===== src/rtl/ram_arbiter.sv =====
// Two-port (instruction / data) arbiter in front of a single-port-pair RAM with 1-cycle read latency.
// Define RAM_ARB_RR_EN for round-robin contention; otherwise the data port has fixed priority.
module ram_arbiter #(
    parameter int unsigned DEPTH = 256,
    localparam int unsigned AW = $clog2(DEPTH)
) (
    input  logic          clk,
    input  logic          resetn,
    input  logic          i_valid,
    input  logic [AW-1:0] i_addr,
    output logic          i_ready,
    output logic          i_rvalid,
    output logic [31:0]   i_rdata,
    input  logic          d_valid,
    input  logic [AW-1:0] d_addr,
    input  logic [3:0]    d_wstrb,
    input  logic [31:0]   d_wdata,
    output logic          d_ready,
    output logic          d_rvalid,
    output logic [31:0]   d_rdata,
    output logic [AW-1:0] ram_waddr,
    output logic [3:0]    ram_wen,
    output logic [31:0]   ram_din,
    output logic          ram_ren,
    output logic [AW-1:0] ram_raddr,
    input  logic [31:0]   ram_dout
);

    localparam int unsigned SW = 4;
    localparam logic [SW-1:0] STARVE_MAX = '1;

    typedef enum logic [1:0] {
        OWN_NONE  = 2'd0,
        OWN_INSTR = 2'd1,
        OWN_DATA  = 2'd2
    } owner_t;

    owner_t        owner;
    logic [SW-1:0] i_starve;
    logic [SW-1:0] d_starve;
    logic [31:0]   i_hold;
    logic [31:0]   d_hold;
    logic          contention;
    logic          grant_i;
    logic          grant_d;
    logic          d_read;

`ifdef RAM_ARB_RR_EN
    logic          last_data;

    // Round-robin pointer: remembers which port was granted most recently.
    always_ff @(posedge clk or negedge resetn) begin
        if (!resetn) begin
            last_data <= 1'b1;
        end else if (grant_i) begin
            last_data <= 1'b0;
        end else if (grant_d) begin
            last_data <= 1'b1;
        end
    end
`endif

    assign contention = i_valid && d_valid;

    // Grant selection; a starved port overrides the normal policy.
    always_comb begin
        grant_i = 1'b0;
        grant_d = 1'b0;
        if (contention) begin
            if (i_starve == STARVE_MAX) begin
                grant_i = 1'b1;
            end else if (d_starve == STARVE_MAX) begin
                grant_d = 1'b1;
`ifdef RAM_ARB_RR_EN
            end else if (last_data) begin
                grant_i = 1'b1;
            end else begin
                grant_d = 1'b1;
`else
            end else begin
                grant_d = 1'b1;
`endif
            end
        end else begin
            grant_i = i_valid;
            grant_d = d_valid;
        end
    end

    assign d_read    = grant_d && (d_wstrb == 4'h0);
    assign i_ready   = grant_i;
    assign d_ready   = grant_d;
    assign ram_ren   = grant_i || d_read;
    assign ram_raddr = grant_i ? i_addr : d_addr;
    assign ram_wen   = grant_d ? d_wstrb : 4'h0;
    assign ram_waddr = d_addr;
    assign ram_din   = d_wdata;

    // Read data arrives the cycle after the grant; the owner flag steers it.
    assign i_rvalid = (owner == OWN_INSTR);
    assign d_rvalid = (owner == OWN_DATA);
    assign i_rdata  = i_rvalid ? ram_dout : i_hold;
    assign d_rdata  = d_rvalid ? ram_dout : d_hold;

    function automatic logic [SW-1:0] starve_next(input logic [SW-1:0] cnt,
                                                  input logic won, input logic lost);
        if (won) begin
            return '0;
        end
        if (lost && (cnt != STARVE_MAX)) begin
            return cnt + SW'(1);
        end
        return cnt;
    endfunction

    always_ff @(posedge clk or negedge resetn) begin
        if (!resetn) begin
            owner    <= OWN_NONE;
            i_hold   <= '0;
            d_hold   <= '0;
            i_starve <= '0;
            d_starve <= '0;
        end else begin
            if (grant_i) begin
                owner <= OWN_INSTR;
            end else if (d_read) begin
                owner <= OWN_DATA;
            end else begin
                owner <= OWN_NONE;
            end
            if (i_rvalid) begin
                i_hold <= ram_dout;
            end
            if (d_rvalid) begin
                d_hold <= ram_dout;
            end
            i_starve <= starve_next(i_starve, grant_i, contention && grant_d);
            d_starve <= starve_next(d_starve, grant_d, contention && grant_i);
        end
    end

endmodule


===== config.mk =====
export PLATFORM = sky130hd
export DESIGN_NAME = ram_arbiter
export DESIGN_NICKNAME = d
export VERILOG_FILES = /design/src/rtl/ram_arbiter.sv
export SDC_FILE = /design/constraint.sdc
export NUM_CORES = 1
export LEC_CHECK = 0
export BUFFER_PORTS_ARGS = -buffer_cell sky130_fd_sc_hd__buf_2
export CORE_AREA = 4 4 92 94
export CTS_CLUSTER_DIAMETER = 100
export DETAILED_ROUTE_END_ITERATION = 8
export DIE_AREA = 0 0 96 98
export PLACE_DENSITY = 0.79
export SLEW_MARGIN = 5
export SYNTH_ARGS = -nofsm -noshare
export SYNTH_HDL_FRONTEND = slang
export SYNTH_SLANG_ARGS = --single-unit

===== constraint.sdc =====
create_clock -name clk -period 1.95 [get_ports clk]
set_clock_uncertainty 0.05 [all_clocks]
set_input_delay 0.195 -clock clk [delete_from_list [all_inputs] [get_ports clk]]
set_output_delay 0.195 -clock clk [all_outputs]
set_load 0.005 [all_outputs]

==> results of run 1 <==
==> metal layers <==
layer / track usage / share of wire / up-vias
met5: 0 / 0 / -
met4: 0.07659 / 0.030 / 0
met3: 0.06471 / 0.098 / 31
met2: 0.2900 / 0.50 / 112
met1: 0.1718 / 0.37 / 1015
li1: - / - / 956
==> flip-flops by register name, summed over array words and instances (netlist names) <==
name,flops
d_hold,32
i_starve,4
owner,2
i_hold,32
==> synthesized netlist by cell type <==
library cell	number	area, um2
mux2_2	72	810.8
o21ai_2	1	8.760
and3_1	4	25.02
xor2_1	1	8.760
nor2b_1	1	6.260
nand4_1	1	6.260
buf_2	2	10.01
or2b_1	1	7.510
buf_4	40	300.3
o2bb2ai_1	1	8.760
nor2_1	2	7.510
nand2b_1	1	6.260
nand2_1	3	11.26
or4_1	1	7.510
dfrtp_1	70	1752
o21ai_0	2	10.01
o21bai_1	1	7.510
nand4_2	1	12.51
buf_6	7	78.83
nand3b_1	1	7.510
ha_1	1	12.51
inv_1	4	15.01
a22o_2	1	10.01
==> cell families after synthesis <==
| group | count (synthesis) | share of synthesized area |
|---|---|---|
| DFF | 70 | 0.5596 |
| AOI/OAI and AO/OA | 6 | 0.01439 |
| and+or+nand+nor | 16 | 0.03118 |
| adders and majority gates | 1 | 0.003996 |
| xor gates and xnor gates | 1 | 0.002798 |
| muxes | 72 | 0.2590 |
| buffers and inverters | 53 | 0.1291 |
==> stage by stage <==
stage | std cells | util
floorplan | 219 | -
global placement | 421 | 0.4773
detailed placement | 421 | 0.4773
CTS | 443 | 0.5162
global route | 447 | 0.5331
finish | 447 | 0.5331
==> layout make-up <==
| cell class | count | area share |
|---|---|---|
| Timing Repair Buffer | 158 | 0.2235 |
| Sequential cell | 70 | 0.4297 |
| Multi-Input combinational cell | 97 | 0.2606 |
| Clock buffer | 11 | 0.03714 |
| Clock inverter | 5 | 0.01412 |
| Tap cell | 102 | 0.03131 |
| Inverter | 4 | 0.003683 |
==> where the power goes <==
group / leakage [nW] / internal (mW) / total [mW] / switching, mW
registers: 0.851 / 1.72 / 1.79 / 0.0761
logic: 1.12 / 0.512 / 0.905 / 0.394
clock network: 0.109 / 0.660 / 1.19 / 0.527
total: 2.08 / 2.89 / 3.89 / 0.997
==> worst paths after layout <==
path	depth (start not counted)	endpoint	startpoint
min in group asynchronous	2	i_hold[9]	resetn
max	5	ram_raddr[7]	i_starve[1]
max in group asynchronous	3	d_hold[18]	resetn
max reg2reg	3	d_hold[19]	owner[0]
min reg2reg	1	d_hold[17]	d_hold[17]
min	2	i_hold[6]	ram_dout[6]
==> repair_timing <==
item                                    in CTS  in global routing
gates resized for setup                      6                 21
pin swaps                                    1                  2
endpoints found under the setup margin      29                 27
hold endpoints to repair                    25                  0
gates cloned                                 1                  0
buffers inserted                             4                  4
hold buffers                                 1                  0
==> impl_results.md, run 1 <==
* Required @ worst endpoint at about 1.7 ns
* Die Height at ~98 um
* Slowest CP cell: dfrtp_1
* Ant diodes at 0
* Synth Instances at 219
* Leak at between 2 and 2.5 nW
* Crit path cell chain: ha_4 -> nand4_4 -> o21ai_4 -> mux2_4 -> buf_6
* # IOs at 209
* Tot GR Track Use at 0.1663
* CP Data Arrival Time at about 1.7 ns
* DRT antenna net count at 0
* CP Launch Type: flop
* Hold Path Class: in2reg
* Mapped Nets at about 300
* Initial Utilization at 0.4094
* CTS tree: done
* First-pass GRT wire length at approximately 12 mm
* DR vias/cell at approximately 4.7
* DR vias at around 2,100
* Setup slack after layout at -0.008261 ns
* Post-route setup TNS at -0.04049 ns
* Synth Register Bits at 70
* Failing checks: setup timing
* Worst-path fanout max at 6
* CTS root buf: clkbuf_8
* Fillers at roughly 700
* PD cells at 953.3 mW/mm2
* 1st-iter DRT viols at between 60 and 70
* Initial antenna violation count at 0
* H-tree levels at 3
* Status: finished with violations
* # rows at 32
* P&R area growth vs syn at 30.22%
* FF-to-FF setup slack at about 0.63 ns
* DPL Wire Length at ~5.9 mm
* GP Congestion at roughly 0.78
* Clock buffer depth at 2
* CP delay by family, top: flip-flops
* Die X at 96 um
* Fin. Hold Viols at 0
* DRT Wirelength at slightly below 8 mm
* Clock Sinks at 70
* Sequential fraction of the synthesis area at 0.5596
* Cell area after placement at about 0.0036 mm2
* Register area at between 0.0015 and 0.002 mm2
* Worst skew pair latency at between 0.3 and 0.4 ns
* YS warnings at 0
* Total CTS buffers at 9
* Largest net degree at the start of global routing at between 40 and 50
* Worst relative slew slack at 0.5857
* Yosys cell types at 23
* Avg Cell Area, Syn at roughly 14 um2
* Remaining Overflow, GRT at 0
* Core area at around 0.0076 mm2
* Fin area at between 0.004 and 0.005 mm2
* WHS at ~0.067 ns
* Max frequency at 510.7 MHz
* RSZ-0062 raised after global routing: yes
* Clock Pin Slew Worst Setup and Hold Paths at about 0.070 ns
* Fin nets at between 400 and 500
* # port buffers at about 140
* Final worst path period need at approximately 2 ns
* 1st-pass router iterations at 4
* Max Cap Viol at 0
* CP Buf/Inv Count at 1
* Most frequent cells in the layout: buf_2, dfrtp_1, mux2_2, clkbuf_8, buf_6
* Mapped Area at ~0.0031 mm2
* Commonest non-fill, non-tap cell in the layout: buf_2
* Area of the multi-input gates at 0.001062 mm2
* Tot Pwr at about 4 mW
* Pins over their slew limit at 0
* Die area at 0.009408 mm2
* WL per Instance at approximately 17 um
* Dpl ws at between 0.1 and 0.15 ns
* Drt drc at 0
* WS Path Type: reg2out
* Final setup vio count at 6
* CP endpoint kind: output pin
* Number of global-route vias before repair at ~2,300
* Maximum vdd drop at around 340 uV
* Tcrit/Tclk final at 1.004
* Worst path max stage delay at 0.42 ns
* Ratio of cells with drive above 1 in the final layout at 0.7333
* Slew @ Worst Pin at 0.6215 ns
(Power assumes the default switching activity.)
==> run 2, diff against run 1 <==
- CORE_AREA: 4 4 92 94 -> 4 4 91 93
- CTS_BUF_LIST: default -> sky130_fd_sc_hd__clkbuf_2 sky130_fd_sc_hd__clkbuf_4 sky130_fd_sc_hd__clkbuf_8
- DIE_AREA: 0 0 96 98 -> 0 0 95 97
- PLACE_DENSITY: 0.79 -> 0.8
==> run 2 against run 1 <==
The flow now finishes without violations. Via count up 1.7%. Global-route usage rose by 0.22 points. Worst hold slack better by 0.00051 ns. Maximum frequency grew 2.1%. Final cell count down 0.67%. Sequential share of layout area grew 0.97 points. Combinational power shrank 2.8%. Sequential cell count stayed put. Clock power up 6%. Count of clock-buffer cells in the layout fell by 1. Design area decreased by 2.2%. First-iteration DRC count shrank 34%.
==> impl_results.md, run 2 (synthesis results as in run 1) <==
* Required @ worst endpoint at 1.70 ns (about the same)
* Initial antenna violation count at 0 (unchanged)
* CP Buf/Inv Count at 1 (unchanged)
* Crit path cell chain: ha_4 -> nand4_4 -> o21ai_4 -> mux2_2 -> buf_2
* Worst hold path cell count at 2 (unchanged)
* CP delay by family, top: flip-flops
* Final setup vio count at 0 (-6)
* Drt drc at 0 (unchanged)
* DR vias at 2,150 (+1.7%)
* Max Cap Viol at 0 (unchanged)
* WS Path Type: reg2out
* Number of global-route vias before repair at 2,262 (-3.0%)
* Maximum vdd drop at 432.0 uV (+28%)
* Tcrit/Tclk final at 0.9831 (-0.02110)
* Worst-path fanout max at 5 (-1)
* Clock Pin Slew Worst Setup and Hold Paths at 0.08 ns (about the same)
* Tot Pwr at 3.938 mW (+1.3%)
* # IOs at 209 (unchanged)
* Remaining Overflow, GRT at 0 (unchanged)
* Total CTS buffers at 9 (unchanged)
* Hold Path Class: in2reg
* DRT antenna net count at 0 (unchanged)
* CTS root buf: clkbuf_8
* P&R area growth vs syn at 27.34%
* Core area at 0.007527 mm2 (-1.6%)
* DPL Wire Length at 5.924 mm (+0.96%)
* RSZ-0062 raised after global routing: yes
* Status: finished, final reports clean
* GP Congestion at 0.8740 (+12%)
* H-tree levels at 3 (unchanged)
* 1st-pass router iterations at 4 (unchanged)
* Post-route setup TNS at 0 ns (+0.04049 ns)
* 1st-iter DRT viols at 45 (-34%)
* Worst skew pair latency at 0.33 ns (about the same)
* Hold path start: ram_dout[21]
* Worst reg2reg startpoint: owner[0]
* First-pass GRT wire length at 12.01 mm (+0.81%)
* # port buffers at 144 (unchanged)
* Most frequent cells in the layout: buf_2, dfrtp_1, mux2_2, clkbuf_8, buf_4
* Dpl ws at 0.1621 ns (+0.03974 ns)
* R2r worst-path depth at 3 (unchanged)
* Setup slack after layout at 0.03288 ns (+0.04114 ns)
* Worst path max stage delay at 0.40 ns (-0.02 ns)
* CTS tree: done
* Worst hold endpoint: d_hold[21]
* FF-to-FF setup slack at 0.63 ns (about the same)
* Die area at 0.009215 mm2 (-2.1%)
* Clock buffer depth at 2 (unchanged)
* Ratio of cells with drive above 1 in the final layout at 0.7281 (-0.005263)
* Leak at 2.027 nW (-2.5%)
* Die Height at 97 um (-1.0%)
* DR vias/cell at 4.842 (+2.4%)
* Commonest non-fill, non-tap cell in the layout: buf_2
* Max frequency at 521.6 MHz (+2.1%)
* Fin. Hold Viols at 0 (unchanged)
* Die X at 95 um (-1.0%)
* Largest net degree at the start of global routing at 71 (+54%)
* CP endpoint kind: output pin
* Largest registers: d_hold x32, i_hold x32, i_starve x4
* # rows at 32 (unchanged)
* Initial Utilization at 0.4159 (+0.006532)
* Fin nets at 426 (-0.70%)
* Slowest CP cell: dfrtp_1
* CP Data Arrival Time at 1.67 ns (-0.04 ns)
* PD cells at 987.8 mW/mm2 (+3.6%)
* Tot GR Track Use at 0.1686 (+0.002230)
* WL per Instance at 17.54 um (+1.5%)
* Final worst path period need at 1.917 ns (-0.04114 ns)
* CP Launch Type: flop
* Ant diodes at 0 (unchanged)
* DRT Wirelength at 7.786 mm (+0.84%)
* Clock Sinks at 70 (unchanged)
* Capturing point of the worst reg2reg path: d_hold[12]
* Slew @ Worst Pin at 0.3600 ns (-0.2615 ns)
* Worst relative slew slack at 0.7600 (+0.1743)
* Pins over their slew limit at 0 (unchanged)
run 2: per-layer routing:
| metal | wire, um | track usage |
|---|---|---|
| met5 | 0 | 0 |
| met4 | 199 | 0.07103 |
| met3 | 657 | 0.04666 |
| met2 | 4248 | 0.3015 |
| met1 | 2681 | 0.1825 |
run 2: worst max-delay path by stage:
| stage | from | end | slack [ns] | depth (start not counted) |
|---|---|---|---|---|
| global placement | i_starve[0] | ram_raddr[2] | 0.25 | 5 |
| detailed placement | i_starve[0] | ram_raddr[1] | 0.16 | 5 |
| CTS | i_starve[0] | ram_raddr[5] | 0.002 | 5 |
| finish | i_starve[1] | ram_raddr[5] | 0.03 | 5 |
| global route | i_starve[1] | ram_raddr[5] | -0.04 | 5 |
| floorplan | i_starve[0] | ram_raddr[0] | 0.41 | 5 |
run 2: what timing repair did:
item	4_1_cts	5_1_grt
setup buffers	3	2
pin swaps	1	1
hold buffers	1	0
gates resized for setup	6	6
hold endpoints to repair	70	0
endpoints found under the setup margin	11	24
cloned	1	0
run 2: layout make-up:
class	instances	area, um2
flip-flops and latches	70	1752
clock inverters	6	86.33
well taps	102	127.6
inverters	4	15.01
multi-input cells	97	1041
clock buffers	10	131.4
repair buffers	155	833.3
fillers	679	3541
run 2: power by group:
group / internal (mW) / switching [mW] / leakage, nW
sequential: 1.72 / 0.0793 / 0.851
clock: 0.732 / 0.529 / 0.110
combinational: 0.489 / 0.391 / 1.07
run 2: through the flow:
| step | hold slack (ns) | area, um2 | util | std cells |
|---|---|---|---|---|
| after floorplan | -0.1506 | 3131 | - | 219 |
| after global placement | 0.1914 | 3650 | 0.4849 | 421 |
| after detailed placement | 0.1980 | 3650 | 0.4849 | 421 |
| after CTS | 0.04297 | 3949 | 0.5246 | 442 |
| after global routing | 0.05318 | 3986 | 0.5296 | 444 |
| final | 0.06771 | 3986 | 0.5296 | 444 |
==> run 3, diff against run 2 <==
==> constraint.sdc (replaced) <==
create_clock -name clk -period 1.95 [get_ports clk]
set_clock_uncertainty 0.05 [all_clocks]
set_input_delay 0.2925 -clock clk [delete_from_list [all_inputs] [get_ports clk]]
set_output_delay 0.2925 -clock clk [all_outputs]
set_load 0.005 [all_outputs]
==> run 3 against run 2 <==
The run now ends with setup timing left. Highest routed layer unchanged. Global-route usage about the same. Non-clock buffer count up 2. Sequential share of layout area down 4.0 points. Largest power group unchanged. Setup slack worse by 0.086 ns. Sequential power about the same. Die area unchanged. Count of clock-buffer cells in the layout unchanged.
==> impl_results.md, run 3 (synthesis results as in run 1) <==
* Required @ worst endpoint at 1.61 ns (-0.09 ns)
* M3 GR Usage at 0.07621 (+0.02955)
* Remaining Overflow, GRT at 0 (unchanged)
* Leak at 2.209 nW (+8.9%)
* # port buffers at 144 (unchanged)
* Slew @ Worst Pin at 0.3601 ns (+0.00007498 ns)
* Largest net degree at the start of global routing at 71 (unchanged)
* Initial Utilization at 0.4159 (unchanged)
* Most used routing layer: met2
* Most frequent cells in the layout: buf_2, dfrtp_1, buf_6, mux2_4, mux2_2
* DR vias/cell at 4.899 (+1.2%)
* DPL Wire Length at 5.834 mm (-1.5%)
* Clock Sinks at 70 (unchanged)
* DR vias at 2,185 (+1.6%)
* GP Congestion at 0.8898 (+1.8%)
* Maximum vdd drop at 381.4 uV (-12%)
* # IOs at 209 (unchanged)
* Worst-path fanout max at 6 (+1)
* Total CTS buffers at 9 (unchanged)
* # rows at 32 (unchanged)
* R2r worst-path depth at 6 (+3)
* CP endpoint kind: output pin
* CP Launch Type: flop
* 1st-pass router iterations at 4 (unchanged)
* Ant diodes at 0 (unchanged)
* Clock buffer depth at 2 (unchanged)
* Failing checks: setup timing
* Number of global-route vias before repair at 2,320 (+2.6%)
* Setup slack after layout at -0.05332 ns (-0.08620 ns)
* Tot Pwr at 4.164 mW (+5.7%)
* Final worst path period need at 2.003 ns (+0.08620 ns)
* # placed instances at 421 (unchanged)
* Fin. Hold Viols at 0 (unchanged)
* CTS tree: done
* Met1 Use GR at 0.1649 (-0.01761)
* CP Data Arrival Time at 1.66 ns (about the same)
* Hold Path Class: in2reg
* Drt drc at 0 (unchanged)
* P&R area growth vs syn at 40.17%
* 1st-iter DRT viols at 73 (+62%)
* Die X at 95 um (unchanged)
* Final setup vio count at 9 (+9)
* DRT Wirelength at 8.277 mm (+6.3%)
* Max frequency at 499.2 MHz (-4.3%)
* Worst relative slew slack at 0.7600 (about the same)
* Routing usage on met2 at 0.2907 (-0.01085)
* Pins over their slew limit at 0 (unchanged)
* Core area at 0.007527 mm2 (unchanged)
* Tcrit/Tclk final at 1.027 (+0.04421)
* Worst skew pair latency at 0.33 ns (about the same)
* WS Path Type: reg2out
* Status: finished with violations
* Worst hold path cell count at 2 (unchanged)
* Initial antenna violation count at 0 (unchanged)
* RSZ-0062 raised after global routing: yes
* Fin nets at 428 (+0.47%)
* WL per Instance at 18.56 um (+5.8%)
* Die area at 0.009215 mm2 (unchanged)
* CTS root buf: clkbuf_8
* First-pass GRT wire length at 11.73 mm (-2.3%)
* Worst Setup SP: i_starve[0]
* PD cells at 948.9 mW/mm2 (-3.9%)
* Max Cap Viol at 0 (unchanged)
* Die Height at 97 um (unchanged)
* Commonest non-fill, non-tap cell in the layout: buf_2
* Hold path start: ram_dout[3]
* Largest registers: d_hold x32, i_hold x32, i_starve x4
* Ratio of cells with drive above 1 in the final layout at 0.7326 (+0.004488)
* Worst reg2reg startpoint: i_starve[0]
* H-tree levels at 3 (unchanged)
* Tot GR Track Use at 0.1684 (about the same)
* Clock Pin Slew Worst Setup and Hold Paths at 0.08 ns (about the same)
* Cell Count, Final, Fillers Out at 446 (+0.45%)
* DRT antenna net count at 0 (unchanged)
-- run 3: cell types whose count changed in the layout (fill, tap and decap cells not counted), sizes merged --
cell      before  now
clkinvlp       1    0
buf          154  156
clkinv         3    5
bufinv         2    1
-- run 3: where the power goes --
group / internal [mW] / switching [mW]
Clock: 0.603 / 0.528
Sequential: 1.72 / 0.0878
Combinational: 0.769 / 0.458
-- run 3: timing repair --
action / 4_1_cts / 5_1_grt
endpoints found under the hold margin: 70 / 0
hold buffers: 1 / 0
pin swaps: 2 / 2
setup buffers: 6 / 1
setup endpoints to repair: 61 / 74
gates cloned: 1 / 0
resized for setup: 22 / 70
-- run 3: layout make-up --
type,count,area (um2)
Fill cell,640,3139
Tap cell,102,127.6
Sequential cell,70,1752
Clock inverter,6,62.56
Multi-Input combinational cell,97,1175
Inverter,4,15.01
Clock buffer,10,131.4
Timing Repair Buffer,157,1125
-- run 3: layer usage --
metal  share of wire  wire [um]
met5               0          0
met4           0.046        378
met3           0.087        716
met2            0.54       4492
met1            0.33       2691
-- run 3: critical path, cell delays in order, from the launching register on --
cell	delay [ns]
dfrtp_1	0.40
ha_4	0.17
nand4_4	0.11
o21ai_4	0.18
mux2_4	0.35
buf_6	0.12
-- run 3: worst paths after layout --
kind	slack, ns	to
max	-0.05	ram_raddr[7]
min	0.17	i_hold[3]
max reg2reg	0.55	i_starve[2]
min reg2reg	0.44	i_hold[9]
max in group asynchronous	1.09	d_hold[28]
min in group asynchronous	0.47	i_hold[18]
-- run 3: metrics by stage --
stage | util | TNS, ns | worst slack [ns] | cell area [um2] | hold WS [ns]
after floorplan | - | 0 | 0.3099 | 3131 | -0.05309
after global placement | 0.4865 | 0 | 0.1450 | 3662 | 0.2877
after detailed placement | 0.4865 | 0 | 0.04095 | 3662 | 0.2899
after CTS | 0.5361 | -1.176 | -0.04749 | 4035 | 0.1420
after global routing | 0.5829 | -3.376 | -0.1194 | 4388 | 0.1367
final | 0.5829 | -0.3410 | -0.05332 | 4388 | 0.1668
